File: config.mk
export PLATFORM = sky130hd
export DESIGN_NAME = im_boot_tx_flat
export DESIGN_NICKNAME = d
export VERILOG_FILES = /design/src/rtl/im_boot_pkg.sv /design/src/rtl/im_boot_tx_if.sv /design/src/rtl/im_boot_wdog.sv /design/src/rtl/im_boot_tx.sv /design/src/flat_wrapper.sv
export SDC_FILE = /design/constraint.sdc
export NUM_CORES = 1
export LEC_CHECK = 0
export BUFFER_PORTS_ARGS = -buffer_cell sky130_fd_sc_hd__clkbuf_2
export CAP_MARGIN = 10
export CORE_MARGIN = 3
export CORE_UTILIZATION = 47
export DETAILED_ROUTE_END_ITERATION = 8
export PLACE_DENSITY = 0.84
export SLEW_MARGIN = 20
export SYNTH_ARGS = -nofsm -noshare
export SYNTH_HDL_FRONTEND = slang
export SYNTH_SLANG_ARGS = --single-unit
File: constraint.sdc
create_clock -name clk -period 2.6 [get_ports clk]
set_input_delay 0.26 -clock clk [delete_from_list [all_inputs] [get_ports clk]]
set_output_delay 0.26 -clock clk [all_outputs]
set_load 0.005 [all_outputs]
File: src/rtl/im_boot_pkg.sv
// Shared types and word framing for the instruction-memory boot-load transmitter.
package im_boot_pkg;

  localparam int IM_WORD_W   = 33;
  localparam int IM_LAST_BIT = 32;

  typedef enum logic [1:0] {
    ST_IDLE  = 2'd0,
    ST_LOAD  = 2'd1,
    ST_FLUSH = 2'd2,
    ST_DONE  = 2'd3
  } state_t;

  function automatic logic [IM_WORD_W-1:0] im_frame(input logic last, input logic [31:0] data);
    return {last, data};
  endfunction

endpackage

File: src/rtl/im_boot_tx_if.sv
// Source-FIFO and IM-loader signals of the boot-load transmitter.
interface im_boot_tx_if;
  import im_boot_pkg::*;

  logic [31:0]          SRCdata;
  logic                 SRCempty;
  logic                 SRCrd;
  logic                 STOP;
  logic                 PCstart;
  logic [IM_WORD_W-1:0] WRdata;
  logic                 VALIDin;
  logic                 EMPTY;

  modport master (
    input  SRCdata, SRCempty, STOP, PCstart,
    output SRCrd, WRdata, VALIDin, EMPTY
  );

  modport slave (
    output SRCdata, SRCempty, STOP, PCstart,
    input  SRCrd, WRdata, VALIDin, EMPTY
  );

endinterface

File: src/rtl/im_boot_wdog.sv
// FLUSH-phase watchdog: counts cycles while run is high, expires on the TMO_CYC-th cycle.
module im_boot_wdog #(
  parameter int TMO_CYC = 1024
) (
  input  logic clk,
  input  logic rst,
  input  logic clear,
  input  logic run,
  output logic expire
);

  localparam int W = $clog2(TMO_CYC + 1);

  logic [W-1:0] cnt_reg;

  always_ff @(posedge clk or posedge rst) begin
    if (rst) begin
      cnt_reg <= '0;
    end else if (clear) begin
      cnt_reg <= '0;
    end else if (run && !expire) begin
      cnt_reg <= cnt_reg + W'(1);
    end
  end

  // cnt_reg holds (cycles already spent in FLUSH), so equality with TMO_CYC-1 marks the last one
  assign expire = run && (cnt_reg == W'(TMO_CYC - 1));

endmodule

File: src/rtl/im_boot_tx.sv
// Boot-load transmitter: pops FWFT source words and frames them for the IM loader.
// Optional PCstart timeout enabled by defining IM_BOOT_TIMEOUT_EN.
module im_boot_tx
  import im_boot_pkg::*;
#(
  parameter int CNT_W   = 16,
  parameter int TMO_CYC = 1024
) (
  input  logic             clk,
  input  logic             RSTcount,
  input  logic             START,
  input  logic [CNT_W-1:0] WORDcount,
  im_boot_tx_if.master     bus,
  output logic             BUSY,
  output logic             DONE,
  output logic             ERROR
);

  state_t               state_reg, state_next;
  logic [CNT_W-1:0]     remaining_reg, remaining_next;
  logic [IM_WORD_W-1:0] wrdata_reg, wrdata_next;
  logic                 valid_reg, valid_next;
  logic                 empty_reg, empty_next;
  logic                 done_reg, done_next;
  logic                 error_reg, error_next;
  logic                 src_rd;
  logic                 last_word;
  logic                 wdog_expire;

`ifdef IM_BOOT_TIMEOUT_EN
  im_boot_wdog #(.TMO_CYC(TMO_CYC)) u_wdog (
    .clk    (clk),
    .rst    (RSTcount),
    .clear  (state_reg != ST_FLUSH),
    .run    (state_reg == ST_FLUSH),
    .expire (wdog_expire)
  );
`else
  localparam int unused_tmo_cyc = TMO_CYC;
  assign wdog_expire = 1'b0;
`endif

  // STOP gates the pop, so a stop request can never coincide with the final word
  assign src_rd    = (state_reg == ST_LOAD) && !bus.SRCempty && !bus.STOP && (remaining_reg != '0);
  assign last_word = (remaining_reg == CNT_W'(1));

  always_ff @(posedge clk or posedge RSTcount) begin
    if (RSTcount) begin
      state_reg     <= ST_IDLE;
      remaining_reg <= '0;
      wrdata_reg    <= '0;
      valid_reg     <= 1'b0;
      empty_reg     <= 1'b1;
      done_reg      <= 1'b0;
      error_reg     <= 1'b0;
    end else begin
      state_reg     <= state_next;
      remaining_reg <= remaining_next;
      wrdata_reg    <= wrdata_next;
      valid_reg     <= valid_next;
      empty_reg     <= empty_next;
      done_reg      <= done_next;
      error_reg     <= error_next;
    end
  end

  always_comb begin
    state_next     = state_reg;
    remaining_next = remaining_reg;
    wrdata_next    = wrdata_reg;
    valid_next     = 1'b0;
    empty_next     = empty_reg;
    done_next      = done_reg;
    error_next     = error_reg;
    case (state_reg)
      ST_IDLE, ST_DONE: begin
        if (START) begin
          remaining_next = WORDcount;
          done_next      = 1'b0;
          error_next     = 1'b0;
          if (WORDcount == '0) begin
            state_next = ST_FLUSH;
          end else begin
            empty_next = 1'b0;
            state_next = ST_LOAD;
          end
        end
      end
      ST_LOAD: begin
        if (bus.STOP && (remaining_reg != '0)) begin
          error_next = 1'b1;
          empty_next = 1'b1;
          state_next = ST_FLUSH;
        end else if (src_rd) begin
          wrdata_next    = im_frame(last_word, bus.SRCdata);
          valid_next     = 1'b1;
          remaining_next = remaining_reg - CNT_W'(1);
          if (last_word) begin
            empty_next = 1'b1;
            state_next = ST_FLUSH;
          end
        end
      end
      ST_FLUSH: begin
        empty_next = 1'b1;
        // PCstart on the terminal watchdog cycle takes priority over the timeout
        if (bus.PCstart) begin
          done_next  = 1'b1;
          state_next = ST_DONE;
        end else if (wdog_expire) begin
          done_next  = 1'b1;
          error_next = 1'b1;
          state_next = ST_DONE;
        end
      end
      default: state_next = ST_IDLE;
    endcase
  end

  assign bus.SRCrd   = src_rd;
  assign bus.WRdata  = wrdata_reg;
  assign bus.VALIDin = valid_reg;
  assign bus.EMPTY   = empty_reg;
  assign BUSY        = (state_reg == ST_LOAD) || (state_reg == ST_FLUSH);
  assign DONE        = done_reg;
  assign ERROR       = error_reg;

endmodule

File: src/flat_wrapper.sv
// flat-port wrapper written by rule: the top's interface ports become plain ports
module im_boot_tx_flat import im_boot_pkg::*;
#(
  parameter int CNT_W   = 16,
  parameter int TMO_CYC = 1024
)
  (clk, RSTcount, START, WORDcount, BUSY, DONE, ERROR, bus_SRCdata, bus_SRCempty, bus_STOP, bus_PCstart, bus_SRCrd, bus_WRdata, bus_VALIDin, bus_EMPTY);
  im_boot_tx_if bus_i ();
  input  logic clk;
  input  logic RSTcount;
  input  logic START;
  input  logic [CNT_W-1:0] WORDcount;
  output logic BUSY;
  output logic DONE;
  output logic ERROR;
  input wire logic [$bits(bus_i.SRCdata)-1:0] bus_SRCdata;
  input wire logic [$bits(bus_i.SRCempty)-1:0] bus_SRCempty;
  input wire logic [$bits(bus_i.STOP)-1:0] bus_STOP;
  input wire logic [$bits(bus_i.PCstart)-1:0] bus_PCstart;
  output wire logic [$bits(bus_i.SRCrd)-1:0] bus_SRCrd;
  output wire logic [$bits(bus_i.WRdata)-1:0] bus_WRdata;
  output wire logic [$bits(bus_i.VALIDin)-1:0] bus_VALIDin;
  output wire logic [$bits(bus_i.EMPTY)-1:0] bus_EMPTY;
  assign bus_i.SRCdata = bus_SRCdata;
  assign bus_i.SRCempty = bus_SRCempty;
  assign bus_i.STOP = bus_STOP;
  assign bus_i.PCstart = bus_PCstart;
  assign bus_SRCrd = bus_i.SRCrd;
  assign bus_WRdata = bus_i.WRdata;
  assign bus_VALIDin = bus_i.VALIDin;
  assign bus_EMPTY = bus_i.EMPTY;
  im_boot_tx #(.CNT_W(CNT_W), .TMO_CYC(TMO_CYC)) u_core (.clk(clk), .RSTcount(RSTcount), .START(START), .WORDcount(WORDcount), .bus(bus_i), .BUSY(BUSY), .DONE(DONE), .ERROR(ERROR));
endmodule
==> flow_metrics.tcl <==
set metrics [dict create \
    status "finished, final reports clean" \
    grt_pass1_wl_um 9630 \
    cts_buffer_depth 2 \
    vias_per_cell 5.52 \
    clock_skew_ns 0.0108 \
    place_ws_ns 0.107 \
    synth_edf_count 0 \
    met2_length_um 3100 \
    wl_um 6260 \
    top_layer "met4" \
    ff2ff_path_depth 8 \
    worstPathRequired_ns 2.34 \
    die_area_um2 6840 \
    dr.pass1.iters 4 \
    finalSetupTns_ns 0 \
    synth_compound_area_share_pct 16.1 \
    setup_ws_ns 0.167 \
    maxSlewViolCount 0 \
    coreArea_um2 5610 \
    synthTopCellsByArea "dfrtp_1, mux2_2, nor2_1" \
    clock-root-buffer "clkbuf_8" \
    end_kind "output port" \
    drc_errors 0 \
    slew_headroom_pct 54.3 \
    synthTopCellsByCount "dfrtp_1, mux2_2, nor2_1, a21oi_1, nand2_1" \
    fmax_ghz 0.411 \
    dr_wl_met3_um 467 \
    synth_top_family_by_area "compound AO/OA/AOI/OAI gates" \
    grt_max_degree 56 \
    power_density_nw_per_um2 1200 \
    grt_pass1_vias 2069 \
    combPwrFrac_pct 50.1 \
    cts_tree "built" \
    drtIter0Drc 137 \
    dp_hpwl_um 4610 \
    synth_cell_types 48 \
    synth-seq-cells 55 \
    syn_area_per_cell_um2 11.1 \
    p_leak_nw 1.66 \
    m1WireLength_um 2620 \
    cts_buffers 5 \
    grt_remaining_overflow 0 \
    clock_latency_ns 0.31 \
    row_count 27 \
    area_growth_pct 26.1 \
    die_w_um 82.7 \
    track_usage_pct 18.6 \
    fillers 478 \
    ys.flop_type "dfrtp_1" \
    post-route-period-util_pct 93.6 \
    htree_levels 2 \
    synth_area_um2 2770 \
    antenna_found_initial 0 \
    antenna-diode-count 0 \
    syn-num-nets 307 \
    yosys.area.top_type "dfrtp_1" \
    power.internal_w 0.00258 \
    largest_reg_flops 33 \
    cts.clk_slew.worst_paths_ns 0.10 \
    synthAdderAreaFrac_pct 1.81 \
    io_buffer_count 92 \
    clock_power_share_pct 11.3 \
    ir_drop_mv 0.521 \
    gp_congestion 0.869 \
    initial_utilization_pct 49.3 \
    hold_path.class "in2async" \
    cts.sinks 55 \
    yosys.area_share.simple_pct 14.3 \
    worstPathMaxFanout 18 \
    hold_viol 0 \
    synth_xor_area_share_pct 0 \
    synthArstFlopShare_pct 100 \
    p_sw_share_pct 38.5 \
    maxCapViolations 0 \
    antenna_left 0 \
    crit_arrival_ns 2.17 \
    startpoint_type "flop" \
    power_frac_seq_pct 38.6 \
    worst_pin_slew_ns 0.686 \
    syn_inst 249 \
    rsz0062_at_grt "false" \
    io_pins 93 \
    synth_seq_area_share_pct 49.8 \
    via_count 2322 \
    critPathKind "reg2out" \
    final_nets 406 \
    setup_viol 0 \
    period_needed_ns 2.43 \
    hold_buffers 0 \
    synth_warnings 0 \
    post_drt_wl_per_cell_um 14.9 \
    die_y_um 82.7 \
    netlist.area_leader.share_pct 48.8 \
    yosysMostFrequentCell "dfrtp_1" \
    p_switching_w 0.00162 \
    drive_gt1_share_pct 45.3 \
    synthMuxAreaShare_pct 13.9 \
]
-- final timing paths --
path / start / endpoint / slack (ns)
min: RSTcount / u_core.bus.WRdata[29] / 0.09
max in group asynchronous: RSTcount / u_core.remaining_reg[12] / 2.03
min in group clk: bus_SRCdata[1] / u_core.bus.WRdata[1] / 0.18
max: u_core.remaining_reg[0] / bus_SRCrd / 0.17
max reg2reg: u_core.remaining_reg[0] / u_core.bus.WRdata[6] / 0.18
min reg2reg: u_core.bus.WRdata[32] / u_core.bus.WRdata[32] / 0.51
-- power by group through the flow --
stage               registers [W]  clock network, W  logic, W
detailed placement        0.00162                 0   0.00207
CTS                       0.00162          0.000490   0.00210
global placement          0.00159                 0   0.00200
global route              0.00168          0.000534   0.00234
floorplan                 0.00157                 0   0.00137
finish                    0.00162          0.000473   0.00210
-- stage by stage --
| stage | power [W] | hold WS [ns] | util, % | cells | instance area [µm²] |
|---|---|---|---|---|---|
| after floorplan | 0.00294 | 0.410 | - | 249 | 2770 |
| after global placement | 0.00359 | 0.463 | 59.3 | 409 | 3320 |
| after detailed placement | 0.00369 | 0.474 | 59.3 | 409 | 3320 |
| after CTS | 0.00421 | 0.133 | 61.9 | 420 | 3470 |
| after global routing | 0.00455 | 0.139 | 62.2 | 421 | 3490 |
| final | 0.00419 | 0.0924 | 62.2 | 421 | 3490 |
-- layer usage --
layer | global-route usage [%] | up-vias
met3 | 4.56 | 8
met2 | 29.7 | 91
met5 | 0 | -
met4 | 6.37 | 0
met1 | 24.6 | 1110
li1 | - | 1113
-- critical path: stages (launching register included) --
cell and delay, ns:
dfrtp_1 0.42, inv_1 0.09, ha_2 0.24, nor4b_4 0.31
nand3_4 0.17, o31ai_4 0.28, buf_12 0.20, inv_1 0.04
clkbuf_2 0.10
-- layout by cell type, fill, tap and decap left out, types with 3 or more instances in the layout --
cell type  netlist  routed
o22a_1           6       6
nor2_1          30      30
inv_1            9       8
clkbuf_8         0       5
o21ai_0          5       5
a2bb2oi_1        5       5
nand2_1         10      10
buf_4            0       9
ha_1             4       3
mux2_2          32      32
nor3_1           9       9
nand2b_1         4       4
nor4_1           6       6
clkbuf_2         0      92
or3_1            5       5
dfrtp_1         54      54
a31oi_1          5       5
a21oi_1         19      19
-- logic make-up after synthesis --
family | after synthesis
buffers and inverters | 21
multiplexers | 34
AND/OR/NAND/NOR | 77
flip-flops | 55
adder cells (fa/ha/maj) | 4
AO/OA/AOI/OAI | 58
-- layout make-up --
cell class	instances	area, µm²	area share, %
Multi-Input combinational cell	173	1300	37.2
Clock buffer	6	72.6	2.08
Clock inverter	2	16.3	0.466
Inverter	9	33.8	0.969
Timing Repair Buffer	104	601	17.2
Sequential cell	55	1380	39.5
Tap cell	72	90.1	2.58
-- repair_timing --
action	4_1_cts	5_1_grt
pin swaps	1	1
gates cloned	1	0
gates resized for setup	1	2
setup buffers	2	1
endpoints found under the setup margin	1	16
Note: power is estimated with default switching activity, not from simulation.
